<file path="src/rtl/seg_pkg.sv">
// Shared constants for the seven-segment scan driver: hex glyph table,
// blank pattern and segment bit positions in the {g,f,e,d,c,b,a} bus.
package seg_pkg;

    localparam logic [6:0] SEG_BLANK = 7'h00;

    localparam int SEG_A = 0;
    localparam int SEG_B = 1;
    localparam int SEG_C = 2;
    localparam int SEG_D = 3;
    localparam int SEG_E = 4;
    localparam int SEG_F = 5;
    localparam int SEG_G = 6;

    // Entry n is the lit-segment pattern for hex digit n (entry 15 first).
    localparam logic [15:0][6:0] HEX_TABLE = {
        7'h71, 7'h79, 7'h5E, 7'h39, 7'h7C, 7'h77, 7'h6F, 7'h7F,
        7'h07, 7'h7D, 7'h6D, 7'h66, 7'h4F, 7'h5B, 7'h06, 7'h3F
    };

endpackage

</file>
<file path="src/rtl/seg_hex_dec.sv">
// Combinational hex nibble to seven-segment pattern decoder.
module seg_hex_dec
    import seg_pkg::*;
(
    input  logic [3:0] nib,
    output logic [6:0] seg
);

    assign seg = HEX_TABLE[nib];

endmodule

</file>
<file path="src/rtl/seg_scan_dev.sv">
// Time-multiplexed hex seven-segment driver with per-digit write registers.
// Optional leading-zero blanking is built when SEG_SCAN_LZB_EN is defined.
module seg_scan_dev
    import seg_pkg::*;
#(
    parameter int DIGITS = 4,
    parameter int DIV    = 1000,
    localparam int ADR_W = (DIGITS > 1) ? $clog2(DIGITS) : 1
) (
    input  logic              clk,
    input  logic              rst,
    input  logic              we,
    input  logic [ADR_W-1:0]  adr,
    input  logic [3:0]        data,
    output logic [6:0]        seg,
    output logic [DIGITS-1:0] an,
    output logic              frame
);

    localparam int PCNT_W = (DIV > 1) ? $clog2(DIV) : 1;

    logic [3:0]        value [DIGITS];
    logic [DIGITS-1:0] valid;
    logic [PCNT_W-1:0] pcnt;
    logic [ADR_W-1:0]  idx;

    logic [3:0] cur_val;
    logic [6:0] dec_seg;
    logic [6:0] seg_next;
    logic       lz_blank;

    always_ff @(posedge clk or posedge rst) begin
        if (rst) begin
            for (int i = 0; i < DIGITS; i++) value[i] <= 4'h0;
            valid <= '0;
        end else if (we && (32'(adr) < DIGITS)) begin
            value[adr] <= data;
            valid[adr] <= 1'b1;
        end
    end

    always_ff @(posedge clk or posedge rst) begin
        if (rst) begin
            pcnt <= '0;
            idx  <= '0;
        end else if (pcnt == PCNT_W'(DIV - 1)) begin
            pcnt <= '0;
            idx  <= (idx == ADR_W'(DIGITS - 1)) ? '0 : idx + 1'b1;
        end else begin
            pcnt <= pcnt + 1'b1;
        end
    end

    assign cur_val = value[idx];

    seg_hex_dec u_dec (
        .nib (cur_val),
        .seg (dec_seg)
    );

`ifdef SEG_SCAN_LZB_EN
    logic upper_zero;

    // A zero digit goes dark only when nothing significant sits above it.
    always_comb begin
        upper_zero = 1'b1;
        for (int j = 0; j < DIGITS; j++) begin
            if ((j > int'(idx)) && valid[j] && (value[j] != 4'h0)) upper_zero = 1'b0;
        end
        lz_blank = upper_zero && (cur_val == 4'h0) && (idx != '0);
    end
`else
    assign lz_blank = 1'b0;
`endif

    assign seg_next = (valid[idx] && !lz_blank) ? dec_seg : SEG_BLANK;

    // Outputs lag the scan counters by one cycle; pcnt == 0 is the blank slot.
    always_ff @(posedge clk or posedge rst) begin
        if (rst) begin
            seg   <= SEG_BLANK;
            an    <= '0;
            frame <= 1'b0;
        end else begin
            frame <= (pcnt == '0) && (idx == '0);
            if (pcnt == '0) begin
                seg <= SEG_BLANK;
                an  <= '0;
            end else begin
                seg <= seg_next;
                an  <= {{(DIGITS-1){1'b0}}, 1'b1} << idx;
            end
        end
    end

endmodule
</file>
<file path="config.mk">
export PLATFORM = sky130hd
export DESIGN_NAME = seg_scan_dev
export DESIGN_NICKNAME = d
export VERILOG_FILES = /design/src/rtl/seg_pkg.sv /design/src/rtl/seg_hex_dec.sv /design/src/rtl/seg_scan_dev.sv
export SDC_FILE = /design/constraint.sdc
export NUM_CORES = 1
export LEC_CHECK = 0
export ABC_AREA = 0
export CAP_MARGIN = 20
export CORE_MARGIN = 2
export CORE_UTILIZATION = 32
export CTS_CLUSTER_DIAMETER = 30
export CTS_CLUSTER_SIZE = 25
export DETAILED_ROUTE_END_ITERATION = 16
export PLACE_DENSITY = 0.55
export SYNTH_ARGS = -nofsm -noshare
export SYNTH_HDL_FRONTEND = slang
export SYNTH_HIERARCHICAL = 1
export SYNTH_SLANG_ARGS = --single-unit
</file>
<file path="constraint.sdc">
create_clock -name clk -period 2.2 [get_ports clk]
set_input_delay 0.44 -clock clk [delete_from_list [all_inputs] [get_ports clk]]
set_output_delay 0.44 -clock clk [all_outputs]
set_load 0.01 [all_outputs]
</file>
# Yosys cells after proc, flatten, opt, wreduce, memory -nomap -nowiden
# Memory sizes are Yosys's and may differ from the RTL's.
# Cells that the tools add are included.
# totals
reg_bits	44
rom_bits	112
input_bits	9
out_inout_bits	12
word_cells	47
memories	1
# memory_table
memory	words	width	read_ports	rd_clocked_by_memory_dff	write_ports	line	source
(no name shown)	16	7	1	0	0	seg_hex_dec.sv:9	assign seg = HEX_TABLE[nib];
# classes
add_sub_neg	2
magnitude_cmp	7
n_eq_ne	2
shift	1
muxes	16
n_bitwise	3
n_reduce_logical	5
# ops
operator	n
2-to-1 mux 7 bit	3
bitwise mux 16 bit	1
2-to-1 mux 4 bit	4
adder 10 x 1 -> 10 bit (second input constant)	1
equality test 10 bit (second input constant)	1
zero test 10 bit	1
2-to-1 mux 10 bit	1
binary-select mux 4 bit (select 2 bit)	1
demux 4 bit (select 2 bit)	1
>= comparator 3 bit (second input constant)	2
< comparator 2 x 3 -> 1 bit (second input constant)	2
inverter 2 -> 3 bit	2
< comparator 4 x 5 -> 1 bit (second input constant)	1
bitwise OR 4 bit	1
<< shifter 1 x 2 -> 4 bit (first input constant)	1
logical AND 1 bit	3
< comparator 3 x 1 -> 1 bit (second input constant)	1
adder 2 x 1 -> 2 bit (second input constant)	1
binary-select mux 1 bit (select 2 bit)	1
demux 1 bit (select 2 bit)	1
equality test 2 bit (second input constant)	1
>= comparator 2 x 1 -> 1 bit (second input constant)	1
zero test 2 bit	1
2-to-1 mux 1 bit	2
2-to-1 mux 2 bit	1

# Depth between registers and ports, before layout
# Gate-level depths: netlist (run 1).
# logic_depth
ltp_word	8
ltp_mapped	7
depth_no_buf	6

# Modules after synthesis
# Netlist (run 1), hierarchy kept.
# by_module_without_submodules
module	n_inst	cells_per_inst	area_per_inst_um2	seq_area_each_um2
seg_scan_dev	1	146	1929.4	1101.1
seg_hex_dec	1	33	294.0	0.0

# Least setup slack after synthesis (run 1)
# Ideal clock, no wire load.
# synth_timing
path_type	flip-flop to flip-flop
startpoint	reg idx[0]
endpoint	reg seg[3]
setup_time_ns	0.119
arrival_ns	2.127
t_required_ns	2.081
setup_slack_ns	-0.046
stages_incl_launch_ff	8
path_buffers	1
synth_period_minus_slack_ns	2.246
cell_sequence	dfrtp_1 buf_2 mux4_2 inv_1 ha_1 inv_1 mux4_1 and2_1
# synth_between
elab_chain_len	8
elab_cells_between_ends	10
cone_classes	8 x mux; 1 x bitwise; 1 x memory
# synth_lines
element	line	source
start, declared	seg_scan_dev.sv:25	logic [ADR_W-1:0] idx;
start signal, assigned	seg_scan_dev.sv:48	idx <= (idx == ADR_W'(DIGITS - 1)) ? '0 : idx + 1'b1;
inverter 2 -> 3 bit (implied by the code)	seg_scan_dev.sv:54	assign cur_val = value[idx];
binary-select mux 4 bit (select 2 bit)	seg_scan_dev.sv:54	
2-to-1 mux 4 bit (implied by the code) (2 in series)	seg_scan_dev.sv:54	
via cur_val[1]	seg_scan_dev.sv:27	logic [3:0] cur_val;
memory read (16 x 7 bit)	-	
2-to-1 mux 7 bit (implied by the code)	seg_hex_dec.sv:9	
via dec_seg[3]	seg_scan_dev.sv:28	logic [6:0] dec_seg;
2-to-1 mux 7 bit	seg_scan_dev.sv:76	assign seg_next = (valid[idx] && !lz_blank) ? dec_seg : SEG_BLANK;
2-to-1 mux 7 bit	seg_scan_dev.sv:86	if (pcnt == '0) begin
end signal, assigned	seg_scan_dev.sv:90	seg <= seg_next;
end, declared	seg_scan_dev.sv:15	output logic [6:0] seg,
# The timed path passes the listed nets, and every way through them passes these cells. The select of a mux whose other input is x is not followed.
# A chain may end at the register's enable or synchronous reset.

# Worst setup path after layout (run 1)
# Ends and elaborated chain as after synthesis.

==> impl_metrics.tcl, run 1 <==
set metrics [dict create \
    grt_max_degree 45 \
    clock_latency_ns 0.29 \
    yosys_warnings 6 \
    pin_count 21 \
    grt_pass1_wl_mm 6.568 \
    synth_area_per_cell_um2 12.42 \
    clock.fmax_ghz 0.4805 \
    timing.final.hold_violations 0 \
    port-buffer-count 20 \
    max-vdd-ir-drop_uv 272.0 \
    drc 0 \
    via_per_inst 4.865 \
    routedLengthMet1_mm 1.954 \
    critPathBufInv 2 \
    critPathRequiredTime_ns 2.38 \
    cts_tree "built" \
    cpPeakStageDelay_ns 0.56 \
    cts-root-buf "clkbuf_8" \
    die_area_mm2 0.007631 \
    path_cells "mux4_2 -> inv_1 -> ha_2 -> inv_1 -> mux4_1 -> and2_1" \
    dr.pass1.iters 4 \
    num_vias 1401 \
    yosys.area.top_type "dfrtp_1" \
    cts_buffer_depth 2 \
    antenna_found_initial 0 \
    synth_area_mm2 0.002223 \
    synth_edf_count 0 \
    synth-seq-cells 44 \
    yosys.cell_types.count 41 \
    critPathLaunchType "flip-flop" \
    grt_pass1_vias 1331 \
    clock_sinks 44 \
    yosysMostFrequentCell "dfrtp_1" \
    path_class "flip-flop to flip-flop" \
    ant_nets 0 \
    status "completed" \
    cp_slowest_cell "mux4_2" \
    row_count 30 \
    cts_max_level 2 \
    drt_iter0_drc 58 \
    wl_mm 3.786 \
    relSlewSlack_pct 63.32 \
    tightestPinTransition_ns 0.5503 \
    routedWlPerCell_um 13.15 \
    synth_cells 179 \
    rsz0062_at_grt "false" \
    clk_pin_slew_ns 0.09 \
    synthTopCellsByCount "dfrtp_1 (44), mux2_2 (21), inv_1 (14)" \
    hold_buffers 0 \
    crit_start "idx[0]$_DFFE_PP0N_" \
    critPathMostFrequentCell "inv_1" \
    wl_met2_mm 1.591 \
    fin_nets 229 \
    yosysSeqAreaShare_pct 49.52 \
    layout-drive-gt1-share_pct 24.04 \
    fin_area_mm2 0.002641 \
    worstHoldStart "valid[2]$_DFFE_PP0P_" \
    cts_resized 0 \
    grt_usage_pct 11.06 \
    fin_crit_sh_pct 94.60 \
    dr.max_layer_used "met4" \
    start_util_pct 32.91 \
    setup_violations 0 \
    powerDensity_mw_per_mm2 721.1 \
    synthTopCellsByArea "dfrtp_1 (50%), mux2_2 (11%), ha_1 (7.3%), mux4_2 (5.1%), and2_1 (2.8%)" \
    cp_top_family "multiplexers" \
    grt_remaining_overflow 0 \
    dr_wl_met3_um 174 \
    cp-end-kind "flip-flop" \
    leakage_nw 1.102 \
    fin_skew_ns 0.008610 \
    drv_slew 0 \
    diodes 0 \
    fillers 654 \
    cp_max_fo 5 \
    syn_nets 201 \
    synth_ff_type "dfrtp_1" \
    numCtsBuffers 5 \
    reg2reg_slack_ns 0.12 \
    cap_violations 0 \
    dpl_cell_area_mm2 0.002540 \
    dp_hpwl_mm 2.761 \
    r2r-start "idx[0]$_DFFE_PP0N_" \
    period_needed_ns 2.081 \
    async_reset_ff_share_pct 100.0 \
    synth.top_cell.area_share_pct 49.52 \
    gp_congestion 0.7889 \
    post_cts_buffers 0 \
    crit_arrival_ns 2.26 \
    fp.dieH_um 87.36 \
    setup_tns_ns 0 \
    place_ws_ns 0.06151 \
    area_growth_pct 18.80 \
    setup_ws_ns 0.1188 \
    hold_path.class "flip-flop to flip-flop" \
    die_w_um 87.36 \
    core_area_mm2 0.006756 \
]
[worst paths after layout]
| path | endpoint | depth (start not counted) |
|---|---|---|
| worst max-delay path | seg[3]$_DFF_PP0_ | 6 |
| worst min-delay path | valid[2]$_DFFE_PP0P_ | 1 |
| worst max register to register | seg[3]$_DFF_PP0_ | 6 |
| worst min register to register | valid[2]$_DFFE_PP0P_ | 1 |
| max in group asynchronous | idx[0]$_DFFE_PP0N_ | 3 |
| min in group asynchronous | an[3]$_DFF_PP0_ | 3 |
[cells in the final DEF, fill, tap and decap left out, types with 3 or more instances in the layout]
master           count
ha_1                12
o21ai_0              6
clkbuf_8             6
clkdlybuf4s50_1     20
mux4_2               5
and2_1              10
nand3_1              6
dfrtp_1             43
or3_1                4
inv_1               14
nor2_1               6
a21oi_1              4
nand2b_1             3
nor2b_1              3
buf_4                7
a31oi_1              3
mux2_2              21
[through the flow]
| step | hold slack [ns] | utilization, % | std cells | total power, mW |
|---|---|---|---|---|
| 4_1_cts | 0.4721 | 39.04 | 288 | 1.937 |
| 3_3_place_gp | 0.4457 | 37.59 | 280 | 1.394 |
| 2_1_floorplan | 0.4287 | - | 179 | 1.235 |
| 3_5_place_dp | 0.4490 | 37.59 | 280 | 1.399 |
| 5_1_grt | 0.4800 | 39.09 | 288 | 2.035 |
| 6_report | 0.4644 | 39.09 | 288 | 1.905 |
[registers in the layout, indices dropped and copies added, names as in the netlist]
register,count
an,4
value,16
frame,1
pcnt,10
seg,7
valid,4
idx,2
[cell type report]
type                            instances  area [µm²]  area share, %
Sequential cell                        44        1102          41.73
Multi-Input combinational cell        115        1036          39.22
Timing Repair Buffer                   27       252.7          9.569
Tap cell                               80       100.1          3.790
Clock buffer                            6       82.58          3.126
Inverter                               14       52.55          1.990
Clock inverter                          2       15.01         0.5685
[layer usage]
layer	GRT usage, %	up-vias
li1	-	690
met1	15.14	672
met2	16.74	32
met3	2.370	7
met4	5.035	0
met5	0	-
[cell families after synthesis]
logic type / synth area share (%)
AO/OA/AOI/OAI: 5.853
XOR/XNOR: 1.182
adder cells (fa/ha/maj): 7.316
buffers and inverters: 3.995
flip-flops: 49.52
multiplexers: 18.46
AND/OR/NAND/NOR: 13.67
[power by group]
part	internal (mW)	switching (mW)
Clock	0.254	0.275
Sequential	0.906	0.0398
Combinational	0.254	0.175
Total	1.41	0.490
Note: power is estimated with default switching activity, not from simulation.
==> inputs of run 2 (changes only) <==
--- a/config.mk
+++ b/config.mk
@@ -7,12 +7,15 @@
 export LEC_CHECK = 0
 export ABC_AREA = 0
 export CAP_MARGIN = 20
+export CELL_PAD_IN_SITES_DETAIL_PLACEMENT = 0
+export CELL_PAD_IN_SITES_GLOBAL_PLACEMENT = 1
 export CORE_MARGIN = 2
 export CORE_UTILIZATION = 32
 export CTS_CLUSTER_DIAMETER = 30
 export CTS_CLUSTER_SIZE = 25
 export DETAILED_ROUTE_END_ITERATION = 16
-export PLACE_DENSITY = 0.55
+export GPL_TIMING_DRIVEN = 1
+export PLACE_DENSITY = 0.64
 export SYNTH_ARGS = -nofsm -noshare
 export SYNTH_HDL_FRONTEND = slang
 export SYNTH_HIERARCHICAL = 1
==> impl_metrics.tcl, run 2 (synthesized netlist as in run 1, its figures left out) <==
set metrics [dict create \
    status "completed" \
    via_per_inst 4.869 \
    diodes 0 \
    start_util_pct 32.91 \
    row_count 30 \
    leakage_nw 1.136 \
    largest_reg_flops 16 \
    rsz0062_at_grt "false" \
    timing.final.hold_violations 0 \
    period_needed_ns 2.062 \
    wl_mm 3.887 \
    final_cell_mix "dfrtp_1 (43), mux2_2 (21), clkdlybuf4s50_1 (20)" \
    largestRegisters "value (16), pcnt (10), seg (7)" \
    setup_tns_ns 0 \
    cp-end-kind "flip-flop" \
    p_total_mw 2.043 \
    die_area_mm2 0.007631 \
    cp_slowest_cell "mux4_2" \
    crit_start "idx[0]$_DFFE_PP0N_" \
    max-vdd-ir-drop_uv 268.4 \
    cp_max_fo 4 \
    area_growth_pct 20.99 \
    layout-drive-gt1-share_pct 24.29 \
    fin_nets 231 \
    cts_buffer_depth 2 \
    numCtsBuffers 5 \
    dp_hpwl_mm 2.755 \
    drt_iter0_drc 70 \
    path_cells "mux4_2 -> inv_1 -> ha_1 -> mux4_1 -> and2_1" \
    cap_violations 0 \
    ant_nets 0 \
    drc 0 \
    cts_max_level 2 \
    worstHoldStart "valid[1]$_DFFE_PP0P_" \
    clock_latency_ns 0.30 \
    clock_sinks 44 \
    clk_pin_slew_ns 0.08 \
    grt_remaining_overflow 0 \
    fin_crit_sh_pct 93.72 \
    drv_slew 0 \
    fillers 669 \
    dpl_cell_area_mm2 0.002560 \
    grt_pass1_wl_mm 6.900 \
    antenna_found_initial 0 \
    core_area_mm2 0.006756 \
    die_w_um 87.36 \
    cts-root-buf "clkbuf_8" \
    pin_count 21 \
    cpPeakStageDelay_ns 0.52 \
    grt_usage_pct 11.72 \
    powerDensity_mw_per_mm2 759.5 \
    clock.fmax_ghz 0.4850 \
    top_register "value" \
    num_vias 1412 \
    tightestPinTransition_ns 0.4035 \
    multi_input_comb_area_mm2 0.001033 \
    reg2regPathDepth 5 \
    port-buffer-count 20 \
    critPathLaunchType "flip-flop" \
    regArea_mm2 0.001102 \
    critPathRequiredTime_ns 2.39 \
    dr.pass1.iters 4 \
    fp.dieH_um 87.36 \
    hold_path.class "flip-flop to flip-flop" \
    setup_violations 0 \
    path_class "flip-flop to flip-flop" \
    relSlewSlack_pct 72.72 \
    layout_commonest_cell "dfrtp_1" \
    fin_area_mm2 0.002690 \
    grt_max_degree 45 \
    r2r-start "idx[0]$_DFFE_PP0N_" \
    gp_congestion 0.7801 \
    routedWlPerCell_um 13.40 \
    fin_skew_ns 0.01224 \
    hold_buffers 0 \
    grt_pass1_vias 1396 \
    cts_tree "built" \
    crit_arrival_ns 2.25 \
    holdPathStages 1 \
]
==> run 2: cell count changes in the layout (fill, tap and decap cells not counted) <==
cell,before,now
ha_2,1,0
bufinv_16,0,1
buf_4,7,8
clkinv_4,0,1
clkinvlp_4,2,0
ha_1,12,13
buf_12,0,1
==> run 2: critical path: cells and delay by family, from the launching register on <==
kind                     cells  cell delay (ns)
multiplexers                 2             0.99
flip-flops                   1             0.42
adder cells (fa/ha/maj)      1             0.26
buffers and inverters        1             0.14
AND/OR/NAND/NOR              1             0.14
==> run 2: layout make-up <==
| class | instances | share of cell area [%] |
|---|---|---|
| Inverter | 14 | 1.953 |
| Clock buffer | 6 | 3.070 |
| Timing Repair Buffer | 29 | 10.42 |
| Tap cell | 80 | 3.721 |
| Sequential cell | 44 | 40.98 |
| Multi-Input combinational cell | 115 | 38.42 |
| Clock inverter | 2 | 1.442 |
==> run 2: worst paths after layout <==
path	end	slack [ns]
worst max-delay path	seg[3]$_DFF_PP0_	0.14
worst min-delay path	valid[1]$_DFFE_PP0P_	0.47
worst max register to register	seg[3]$_DFF_PP0_	0.14
worst min register to register	valid[1]$_DFFE_PP0P_	0.47
max in group asynchronous	idx[0]$_DFFE_PP0N_	1.47
min in group asynchronous	an[0]$_DFF_PP0_	0.49
==> run 2: through the flow <==
step                      hold WS, ns  utilization (%)  std cells  setup WS [ns]
after global placement         0.4495            37.89        281         0.1220
after global routing           0.4998            39.81        290        0.01552
final                          0.4699            39.81        290         0.1382
after detailed placement       0.4525            37.89        281        0.07308
after CTS                      0.4726            39.69        289        0.03812
after floorplan                0.4287                -        179       0.007999
==> run 2: layer usage <==
layer,routed length [µm],part of all wire (%),global-route usage [%]
met5,0,0,0
met4,70,1.8,4.615
met3,142,3.7,3.128
met2,1648,42,16.39
met1,2026,52,17.16
==> run 2: where the power goes <==
group,total [mW],internal (mW),switching [mW]
logic,0.442,0.261,0.182
registers,0.943,0.906,0.0365
clock network,0.658,0.372,0.287
==> run 2: timing repair <==
item                       4_1_cts  5_1_grt
setup endpoints to repair        0        3
gates resized for setup          0        1
setup buffers                    0        1
